`config.mk`:
```
export PLATFORM = sky130hd
export DESIGN_NAME = cnt_tours_down
export DESIGN_NICKNAME = d
export VERILOG_FILES = /design/src/rtl/cnt_tours_pkg.sv /design/src/rtl/lap_edge_sync.sv /design/src/rtl/cnt_tours_down.sv
export SDC_FILE = /design/constraint.sdc
export NUM_CORES = 1
export LEC_CHECK = 0
export ABC_AREA = 0
export CAP_MARGIN = 10
export CORE_AREA = 2 2 40 42
export CTS_CLUSTER_DIAMETER = 60
export DETAILED_ROUTE_END_ITERATION = 8
export DIE_AREA = 0 0 42 44
export DONT_BUFFER_PORTS = 1
export PLACE_DENSITY = 0.68
export REMOVE_ABC_BUFFERS = 1
export SYNTH_ARGS = -nofsm -noshare
export SYNTH_HDL_FRONTEND = slang
export SYNTH_HIERARCHICAL = 1
export SYNTH_SLANG_ARGS = --single-unit
```
`constraint.sdc`:
```
create_clock -name clk -period 1.7 [get_ports clk]
set_clock_uncertainty 0.05 [all_clocks]
set_input_delay 0.34 -clock clk [delete_from_list [all_inputs] [get_ports clk]]
set_output_delay 0.34 -clock clk [all_outputs]
set_load 0.1 [all_outputs]
```
`src/rtl/cnt_tours_pkg.sv`:
```
// Shared definitions for the lap counters: FSM encodings and default sizing.
package cnt_tours_pkg;

  localparam int DEF_BUS_SIZE        = 4;
  localparam int DEF_MAX_LAPS        = 9;
  localparam int DEF_DEBOUNCE_CYCLES = 16;

  typedef enum logic [1:0] {
    ST_IDLE = 2'd0,
    ST_RUN  = 2'd1,
    ST_DONE = 2'd2
  } state_t;

endpackage

```
`src/rtl/lap_edge_sync.sv`:
```
// Lap sensor front end: 2-flop synchroniser, registered rising-edge event and,
// with CNT_TOURS_DOWN_DEBOUNCE_EN defined, a hold-off counter after each event.
module lap_edge_sync #(
  parameter int DEBOUNCE_CYCLES = 16
) (
  input  logic clk,
  input  logic nReset,
  input  logic clear,
  input  logic lap_in,
  output logic lap_evt
);

  logic sync_1;
  logic sync_2;
  logic sync_3;
  logic rise;

  assign rise = sync_2 & ~sync_3;

  always_ff @(posedge clk or negedge nReset) begin
    if (!nReset) begin
      sync_1 <= 1'b0;
      sync_2 <= 1'b0;
      sync_3 <= 1'b0;
    end else begin
      sync_1 <= lap_in;
      sync_2 <= sync_1;
      sync_3 <= sync_2;
    end
  end

`ifdef CNT_TOURS_DOWN_DEBOUNCE_EN
  localparam int HW = $clog2(DEBOUNCE_CYCLES + 1);

  logic [HW-1:0] hold;

  always_ff @(posedge clk or negedge nReset) begin
    if (!nReset) begin
      hold    <= '0;
      lap_evt <= 1'b0;
    end else if (clear) begin
      hold    <= '0;
      lap_evt <= 1'b0;
    end else if (rise && hold == '0) begin
      hold    <= HW'(DEBOUNCE_CYCLES);
      lap_evt <= 1'b1;
    end else begin
      lap_evt <= 1'b0;
      if (hold != '0) hold <= hold - HW'(1);
    end
  end
`else
  // No hold-off in this build; the parameter only qualifies the edge path.
  localparam logic EDGE_EN = (DEBOUNCE_CYCLES >= 0);

  always_ff @(posedge clk or negedge nReset) begin
    if (!nReset) lap_evt <= 1'b0;
    else         lap_evt <= EDGE_EN & rise & ~clear;
  end
`endif

endmodule

```
`src/rtl/cnt_tours_down.sv`:
```
// Race lap countdown: load a target, decrement per lap event, flag last lap / done.
// Optional lap hold-off enabled by defining CNT_TOURS_DOWN_DEBOUNCE_EN.
module cnt_tours_down
  import cnt_tours_pkg::*;
#(
  parameter int BUS_SIZE        = DEF_BUS_SIZE,
  parameter int MAX_LAPS        = DEF_MAX_LAPS,
  parameter int DEBOUNCE_CYCLES = DEF_DEBOUNCE_CYCLES
) (
  input  logic                clk,
  input  logic                nReset,
  input  logic                load,
  input  logic [BUS_SIZE-1:0] target,
  input  logic                abort,
  input  logic                lap_in,
  output logic [BUS_SIZE-1:0] remaining,
  output logic                running,
  output logic                last_lap,
  output logic                finished,
  output logic                done_pulse,
  output logic [1:0]          fsm_state
);

  localparam logic [BUS_SIZE-1:0] MAX_V = BUS_SIZE'(MAX_LAPS);

  state_t              state;
  logic                lap_evt;
  logic [BUS_SIZE-1:0] eff;

  assign eff = (target > MAX_V) ? MAX_V : target;

  lap_edge_sync #(
    .DEBOUNCE_CYCLES(DEBOUNCE_CYCLES)
  ) u_lap_edge_sync (
    .clk    (clk),
    .nReset (nReset),
    .clear  (abort | load),
    .lap_in (lap_in),
    .lap_evt(lap_evt)
  );

  // Priority: abort, then load, then lap event (only counted in RUN).
  always_ff @(posedge clk or negedge nReset) begin
    if (!nReset) begin
      state      <= ST_IDLE;
      remaining  <= '0;
      done_pulse <= 1'b0;
    end else begin
      done_pulse <= 1'b0;
      if (abort) begin
        state     <= ST_IDLE;
        remaining <= '0;
      end else if (load) begin
        if (eff != '0) begin
          state     <= ST_RUN;
          remaining <= eff;
        end else begin
          state      <= ST_DONE;
          remaining  <= '0;
          done_pulse <= 1'b1;
        end
      end else begin
        case (state)
          ST_RUN: begin
            if (lap_evt) begin
              if (remaining <= BUS_SIZE'(1)) begin
                state      <= ST_DONE;
                remaining  <= '0;
                done_pulse <= 1'b1;
              end else begin
                remaining <= remaining - BUS_SIZE'(1);
              end
            end
          end
          ST_DONE: state <= ST_DONE;
          default: state <= ST_IDLE;
        endcase
      end
    end
  end

  assign running   = (state == ST_RUN);
  assign finished  = (state == ST_DONE);
  assign last_lap  = (state == ST_RUN) && (remaining == BUS_SIZE'(1));
  assign fsm_state = state;

endmodule
```
After elaboration in Yosys (flattened, before gate mapping):

Cells that the tools add are included.

* $add $sub $neg: 1
* magnitude comparators: 2
* eq/ne operators: 5
* muxes and demuxes: 19
* bitwise gates (word level): 5
* reduce and logical (&&, ||, !) cells: 6

Operators by type and width (count)
* $mux 4: 7
* $mux 2: 5
* $ne 4x3->1 const B: 2
* $mux 1: 6
* $reduce_bool 3->1: 2
* $eq 4x1->1 const B: 1
* $gt 4x4->1 const B: 1
* $le 4x1->1 const B: 1
* $pmux 2 s2: 1
* $reduce_and 2->1: 2
* $reduce_bool 4->1: 1
* $sub 4x1->4 const B: 1
* $and 1x1->1: 2
* $eq 2x1->1 const B: 1
* $eq 2x2->1 const B: 1
* $not 1->1: 2
* $logic_and 1x1->1: 1
* $or 1x1->1: 1

* bits in registers: 11
* input bits: 9
* output and inout port bits: 10
* logic and storage cells: 45

Logic depth before layout (Yosys ltp):

Gate-level depths: netlist of the first run.

* word-level depth: 6
* depth in mapped cells: 6
* depth with buffers taken out: 6

Cells and area by module:

Netlist of the first run, hierarchy kept.

Modules (own cells, without submodules)
* cnt_tours_down: instances 1, cells each 52, area each 490.5 um^2, sequential area each 175.2 um^2
* lap_edge_sync: instances 1, cells each 5, area each 112.6 um^2, sequential area each 100.1 um^2

Worst setup path after synthesis of the first run:

OpenSTA, ideal clock, no wires.

* path type: reg-to-output
* from: register state[0], in the netlist fsm_state[0]
* to: output port last_lap
* arrival: 2888 ps
* required time: 1310 ps
* setup slack: -1578 ps
* stages on the path, launching flop included: 3
* buffers on the path: 0
* path through: dfrtp_1 ha_1 and3_1

* word-level cells in the longest chain between the ends: 2

RTL lines
* start: declaration: line cnt_tours_down.sv:26 `state_t state;`
* start signal: assignment: line cnt_tours_down.sv:45 `state <= ST_IDLE;`
* start signal: assignment: line cnt_tours_down.sv:51 `state <= ST_IDLE;`
* start signal: assignment: line cnt_tours_down.sv:55 `state <= ST_RUN;`
* $eq 2x1->1
* via running: line cnt_tours_down.sv:17 `output logic running,`
* $logic_and 1x1->1: line cnt_tours_down.sv:84 `assign last_lap = (state == ST_RUN) && (remaining == BUS_SIZE'(1));`
* end: declaration: line cnt_tours_down.sv:18 `output logic last_lap,`

The timed path passes the listed nets, and every way through them passes these cells.

Worst setup path in the final report of the first run:

* from: register state[1], in the netlist fsm_state[1]
* to: output port last_lap

* word-level cells in the longest chain between the ends: 2

RTL lines (line)
* $eq 2x1->1: cnt_tours_down.sv:84
* $logic_and 1x1->1: cnt_tours_down.sv:84

Every way passes these cells.

==> impl_metrics.json, run 1 <==
{
  "status": "finished clean",
  "p_int_uw": 433,
  "drv_slew": 0,
  "n_fill_cell": 117,
  "power_uw": 696,
  "numPortBuffers": 0,
  "relSlewSlack_pct": 68.2,
  "design_area_um2": 832,
  "rsz0062_at_grt": "true",
  "grt-ovfl-total": 0,
  "critPathBufInv": 2,
  "power.net_switching_uw": 263,
  "synthesis.instances": 57,
  "synthesis.area_um2": 603,
  "cts_buffers": 3,
  "drt_pass1_iterations": 4,
  "rows": 14,
  "ant_nets": 0,
  "insertion_delay_ns": 0.27,
  "ys_ff_latch": 11,
  "avgSynthCellArea_um2": 10.6,
  "hold_violations": 0,
  "initialDrtViolationCount": 4,
  "ys_types": 25,
  "clockPowerShare_pct": 26.1,
  "worst_ep_required_time_ns": 1.31,
  "diodes": 0,
  "num_vias": 502,
  "slowest_stage": "dfrtp_1",
  "synth_top_area_share_pct": 45.6,
  "dp_hpwl_um": 953,
  "grt_pass1_vias": 486,
  "crit_chain": "inv_2, ha_4, and3_4, buf_12",
  "synth_top_area_cell": "dfrtp_1",
  "crit_path_start_kind": "flip-flop",
  "crit_path_max_incr_delay_ns": 0.42,
  "clock_sink_count": 11,
  "grtUsageTotal_pct": 15.2,
  "synth_edf_count": 0,
  "sw_frac_of_total_pct": 37.9,
  "boundaryPins": 19,
  "fin_crit_sh_pct": 99.2,
  "drc": 0,
  "vias_per_cell": 5.46,
  "path_max_fanout": 5,
  "seqPwrFrac_pct": 41.3,
  "critical-path-top-delay-family": "flip-flops",
  "path_clk_slew_ns": 0.07,
  "ys_seq_area_share_pct": 45.6,
  "h-tree-depth": 1,
  "yosysMostFrequentCell": "dfrtp_1",
  "routabilityCongestion": 0.788,
  "p_leak_nw": 0.354,
  "fp.dieW_um": 42,
  "cts_tree": "yes",
  "holdCritPathClass": "primary input to flip-flop",
  "pre_cts_slack_ns": 0.118,
  "worst_slack_ns": 0.0133,
  "placed_cell_area_um2": 731,
  "setup-tns-final_ns": 0,
  "ys_top_cells_by_count": "11 x dfrtp_1, 7 x inv_1, 5 x a211oi_1, 5 x nor2_1, 4 x ha_1",
  "design.core.area_mm2": 0.00142,
  "synth_async_sr_flop_share_pct": 100,
  "period_needed_ns": 1.69,
  "worstPathArrival_ns": 1.30,
  "ir_drop_mv": 0.517,
  "instances_no_fill": 92,
  "dp.cells": 84,
  "die_h_um": 44,
  "synth_area_leaders": "dfrtp_1 46%, ha_1 8.3%, a211oi_1 6.2%, inv_1 4.4%, nor2_1 3.1%",
  "power.share.combinational_pct": 32.5,
  "initial_core_util_pct": 42.5,
  "synth_warnings": 6,
  "area_growth_pct": 38.0,
  "grt_max_degree": 12,
  "final_nets": 90,
  "synth_ff_type": "dfrtp_1",
  "grt_pass1_wl_um": 1980,
  "p_per_area_mw_per_mm2": 836,
  "wirelength_um": 1270,
  "avgRoutedWirePerCell_um": 13.8,
  "max_freq_mhz": 593,
  "drive_above_1_share_pct": 39.5,
  "setup_violations": 0,
  "die_area_mm2": 0.00185,
  "max_cap_viol_count": 0,
  "worst_pin_slew_ns": 0.476,
  "worstSetupPathType": "flip-flop to output port",
  "clk_path_buf_depth": 2,
  "antenna_found_initial": 0,
  "end_kind": "output port",
  "cts_root_buffer": "clkbuf_4"
}
==> path summary, 6_finish.rpt <==
kind | end | slack, ns | depth (start not counted) | start
setup / recovery | last_lap | 0.01 | 4 | fsm_state[1]
hold / removal | u_lap_edge_sync/sync_1 | 0.04 | 0 | lap_in
setup reg to reg | remaining[0] | 0.11 | 5 | remaining[0]
hold reg to reg | u_lap_edge_sync/sync_2 | 0.32 | 0 | u_lap_edge_sync/sync_1
max in group asynchronous | remaining[2] | 0.87 | 1 | nReset
min in group asynchronous | u_lap_edge_sync/sync_2 | 0.40 | 1 | nReset
==> area by class of cell <==
cell class	instances	area, um^2	area share (%)
clock buffer	3	22.5	2.71
clock inverter	1	5.00	0.602
inverter	8	30.0	3.61
multi-input combinational	37	319	38.3
sequential	11	275	33.1
tap	16	20.0	2.41
timing repair buffer	16	160	19.2
==> sequential cells by signal, indices dropped and copies added (netlist names) <==
signal,cells
done_pulse,1
fsm_state,2
remaining,4
u_lap_edge_sync/lap_evt,1
u_lap_edge_sync/sync_1,1
u_lap_edge_sync/sync_2,1
u_lap_edge_sync/sync_3,1
==> through the flow <==
stage	util [%]	hold slack, ns
3_5_place_dp	51.5	-0.00537
5_1_grt	58.6	0.0292
2_1_floorplan	-	-0.00559
4_1_cts	55.6	0.0290
3_3_place_gp	51.5	-0.00539
6_report	58.6	0.0363
==> layout by cell type, fill, tap and decap left out, drive strengths merged <==
| cell | Yosys | final |
|---|---|---|
| nand2b | 2 | 2 |
| dlygate4sd3 | 0 | 1 |
| a41oi | 1 | 1 |
| buf | 1 | 15 |
| a31oi | 1 | 1 |
| a21oi | 1 | 1 |
| nor2 | 5 | 5 |
| clkbuf | 0 | 3 |
| nor3b | 3 | 3 |
| dfrtp | 11 | 11 |
| ha | 4 | 4 |
| a211oi | 6 | 6 |
| or2 | 1 | 1 |
| mux2i | 1 | 1 |
| o21ai | 3 | 3 |
| o41ai | 1 | 1 |
| inv | 8 | 8 |
| nand2 | 1 | 1 |
| clkinv | 0 | 1 |
| nor4 | 1 | 1 |
| or4b | 1 | 1 |
| and3 | 1 | 1 |
| a311oi | 2 | 2 |
| nand3 | 2 | 2 |
==> power by group through the flow <==
stage / Combinational, mW / Clock (mW) / Sequential [mW]
finish: 0.227 / 0.182 / 0.288
global route: 0.240 / 0.191 / 0.288
CTS: 0.214 / 0.187 / 0.287
detailed placement: 0.202 / 0 / 0.291
global placement: 0.201 / 0 / 0.290
floorplan: 0.0787 / 0 / 0.366
==> cells by family (layout without fill, tap and decap cells) <==
family / Yosys count / in the layout / synth area share (%)
buffers and inverters: 9 / 28 / 6.22
AO/OA/AOI/OAI: 15 / 15 / 19.5
AND/OR/NAND/NOR: 17 / 17 / 18.7
adder cells (fa/ha/maj): 4 / 4 / 8.30
multiplexers: 1 / 1 / 1.66
flip-flops: 11 / 11 / 45.6
==> metal layers <==
layer | vias up | GRT usage [%] | routed length, um
met5 | - | 0 | 0
met4 | 0 | 15.5 | 48
met2 | 21 | 23.8 | 594
met1 | 228 | 16.9 | 530
li1 | 248 | - | -
met3 | 5 | 3.33 | 93
==> what timing repair did <==
item                                    CTS  global route
endpoints found under the hold margin    11             0
setup buffers                             0             3
pin swaps                                 0             1
gates resized for setup                   5             4
endpoints found under the setup margin    3             3
hold buffers                              1             0
cloned                                    0             0
No activity file was read; power rests on OpenSTA's default activity.
==> run 2, diff against run 1 <==
--- a/config.mk
+++ b/config.mk
@@ -7,12 +7,12 @@
 export LEC_CHECK = 0
 export ABC_AREA = 0
 export CAP_MARGIN = 10
-export CORE_AREA = 2 2 40 42
+export CORE_AREA = 2 2 39 41
 export CTS_CLUSTER_DIAMETER = 60
 export DETAILED_ROUTE_END_ITERATION = 8
-export DIE_AREA = 0 0 42 44
+export DIE_AREA = 0 0 41 43
 export DONT_BUFFER_PORTS = 1
-export PLACE_DENSITY = 0.68
+export PLACE_DENSITY = 0.71
 export REMOVE_ABC_BUFFERS = 1
 export SYNTH_ARGS = -nofsm -noshare
 export SYNTH_HDL_FRONTEND = slang
==> run 2 against run 1 <==
Effect of this change:
- core utilization up 0.31 points
- first-iteration DRC count up 50%
- cell count down 2.2%
- sequential share of layout area up 0.66 points
- count of clock-buffer cells in the layout up 1
- die area down 4.6%
- global-route usage up 2.8 points
- sequential power about the same
- critical endpoint unchanged
- largest cell class unchanged
- largest power group unchanged
==> impl_metrics.json, run 2 (synthesis gave the netlist of run 1 again) <==
{
  "seqPwrFrac_pct": 42.2,
  "p_leak_nw": 0.341,
  "grt_pass1_wl_um": 2070,
  "numPortBuffers": 0,
  "max_freq_mhz": 595,
  "clockPowerShare_pct": 24.7,
  "worstSetupPathType": "flip-flop to output port",
  "routabilityCongestion": 0.794,
  "fp.dieW_um": 41,
  "rows": 14,
  "worst_pin_slew_ns": 0.468,
  "p_per_area_mw_per_mm2": 835,
  "h-tree-depth": 1,
  "period_needed_ns": 1.68,
  "critPathBufInv": 2,
  "holdCritPathClass": "primary input to flip-flop",
  "vias_per_cell": 5.58,
  "dp.cells": 84,
  "drc": 0,
  "instances_no_fill": 90,
  "final_core_util_pct": 59.0,
  "path_clk_slew_ns": 0.07,
  "clk_path_buf_depth": 2,
  "grt-ovfl-total": 0,
  "drive_above_1_share_pct": 36.5,
  "design_area_um2": 816,
  "grt_max_degree": 12,
  "cp.depth": 4,
  "crit_path_max_incr_delay_ns": 0.43,
  "diodes": 0,
  "die_h_um": 43,
  "whs_ns": 0.0479,
  "reg2reg_depth": 6,
  "final_nets": 88,
  "dp_hpwl_um": 996,
  "top_register": "remaining",
  "power.net_switching_uw": 249,
  "setup_violations": 0,
  "initialDrtViolationCount": 6,
  "initial_core_util_pct": 43.6,
  "worst_ep_required_time_ns": 1.31,
  "cts_buffers": 3,
  "mostFrequentLayoutCells": "11 x dfrtp_1, 10 x buf_4, 6 x inv_1",
  "critical-path-top-delay-family": "flip-flops",
  "insertion_delay_ns": 0.26,
  "status": "finished clean",
  "worstPathArrival_ns": 1.29,
  "crit_chain": "inv_2, ha_4, and3_4, buf_12",
  "die_area_mm2": 0.00176,
  "area_growth_pct": 35.3,
  "holdPathStages": 0,
  "max_cap_viol_count": 0,
  "rsz0062_at_grt": "true",
  "crit_path_start_kind": "flip-flop",
  "power.share.combinational_pct": 33.1,
  "ir_drop_mv": 0.527,
  "drt_pass1_iterations": 4,
  "hold_violations": 0,
  "cts_tree": "yes",
  "boundaryPins": 19,
  "relSlewSlack_pct": 68.7,
  "antenna_found_initial": 0,
  "worst-r2r-setup-slack_ns": 0.09,
  "final_common_cell": "dfrtp_1",
  "sw_frac_of_total_pct": 36.6,
  "grt_pass1_vias": 485,
  "placed_cell_area_um2": 731,
  "p_int_uw": 432,
  "num_vias": 502,
  "wirelength_um": 1320,
  "ant_nets": 0,
  "end_kind": "output port",
  "drv_slew": 0,
  "grtUsageTotal_pct": 18.1,
  "cts_root_buffer": "clkbuf_4",
  "slowest_stage": "dfrtp_1",
  "design.core.area_mm2": 0.00138,
  "worst_slack_ns": 0.0186,
  "fin_crit_sh_pct": 98.9,
  "clock_sink_count": 11,
  "largest_register_ffs": 4,
  "pre_cts_slack_ns": 0.0429,
  "avgRoutedWirePerCell_um": 14.7,
  "path_max_fanout": 4
}
-- run 2: metrics by stage --
step                      power (mW)  setup TNS (ns)
after global routing           0.714         -0.0217
after global placement         0.491               0
after CTS                      0.674        -0.00728
after detailed placement       0.493               0
after floorplan                0.445           -9.83
final                          0.681               0
-- run 2: timing repair --
action                                 4_1_cts  5_1_grt
resized for setup                            4        5
setup endpoints to repair                    3        4
setup buffers                                0        1
endpoints found under the hold margin       11        0
pin swaps                                    0        2
hold buffers                                 1        0
-- run 2: worst paths after layout --
path                                     endpoint                    from
max                                      last_lap            fsm_state[1]
min                        u_lap_edge_sync/sync_1                  lap_in
max reg2reg                          fsm_state[1]            remaining[0]
min reg2reg                u_lap_edge_sync/sync_2  u_lap_edge_sync/sync_1
max in group asynchronous            remaining[2]                  nReset
min in group asynchronous              done_pulse                  nReset
-- run 2: area by class of cell --
| class | instances | area [um^2] |
|---|---|---|
| clock buffer | 4 | 26.3 |
| fill | 99 | 568 |
| inverter | 8 | 30.0 |
| multi-input combinational | 37 | 319 |
| sequential | 11 | 275 |
| tap | 16 | 20.0 |
| timing repair buffer | 14 | 145 |
-- run 2: per-layer routing --
| layer | share of wire [%] | wire, um | track usage (%) | up-vias |
|---|---|---|---|---|
| li1 | - | - | - | 245 |
| met1 | 41 | 536 | 21.9 | 237 |
| met2 | 54 | 716 | 27.8 | 16 |
| met3 | 4.1 | 54 | 4.71 | 4 |
| met4 | 0.91 | 12 | 10.0 | 0 |
| met5 | 0 | 0 | 0 | - |
-- run 2: power groups by stage --
stage / sequential (mW) / clock, mW / combinational (mW)
after floorplan: 0.366 / 0 / 0.0787
after global placement: 0.289 / 0 / 0.202
after detailed placement: 0.290 / 0 / 0.203
after CTS: 0.286 / 0.173 / 0.215
after global routing: 0.289 / 0.188 / 0.237
final: 0.288 / 0.168 / 0.225
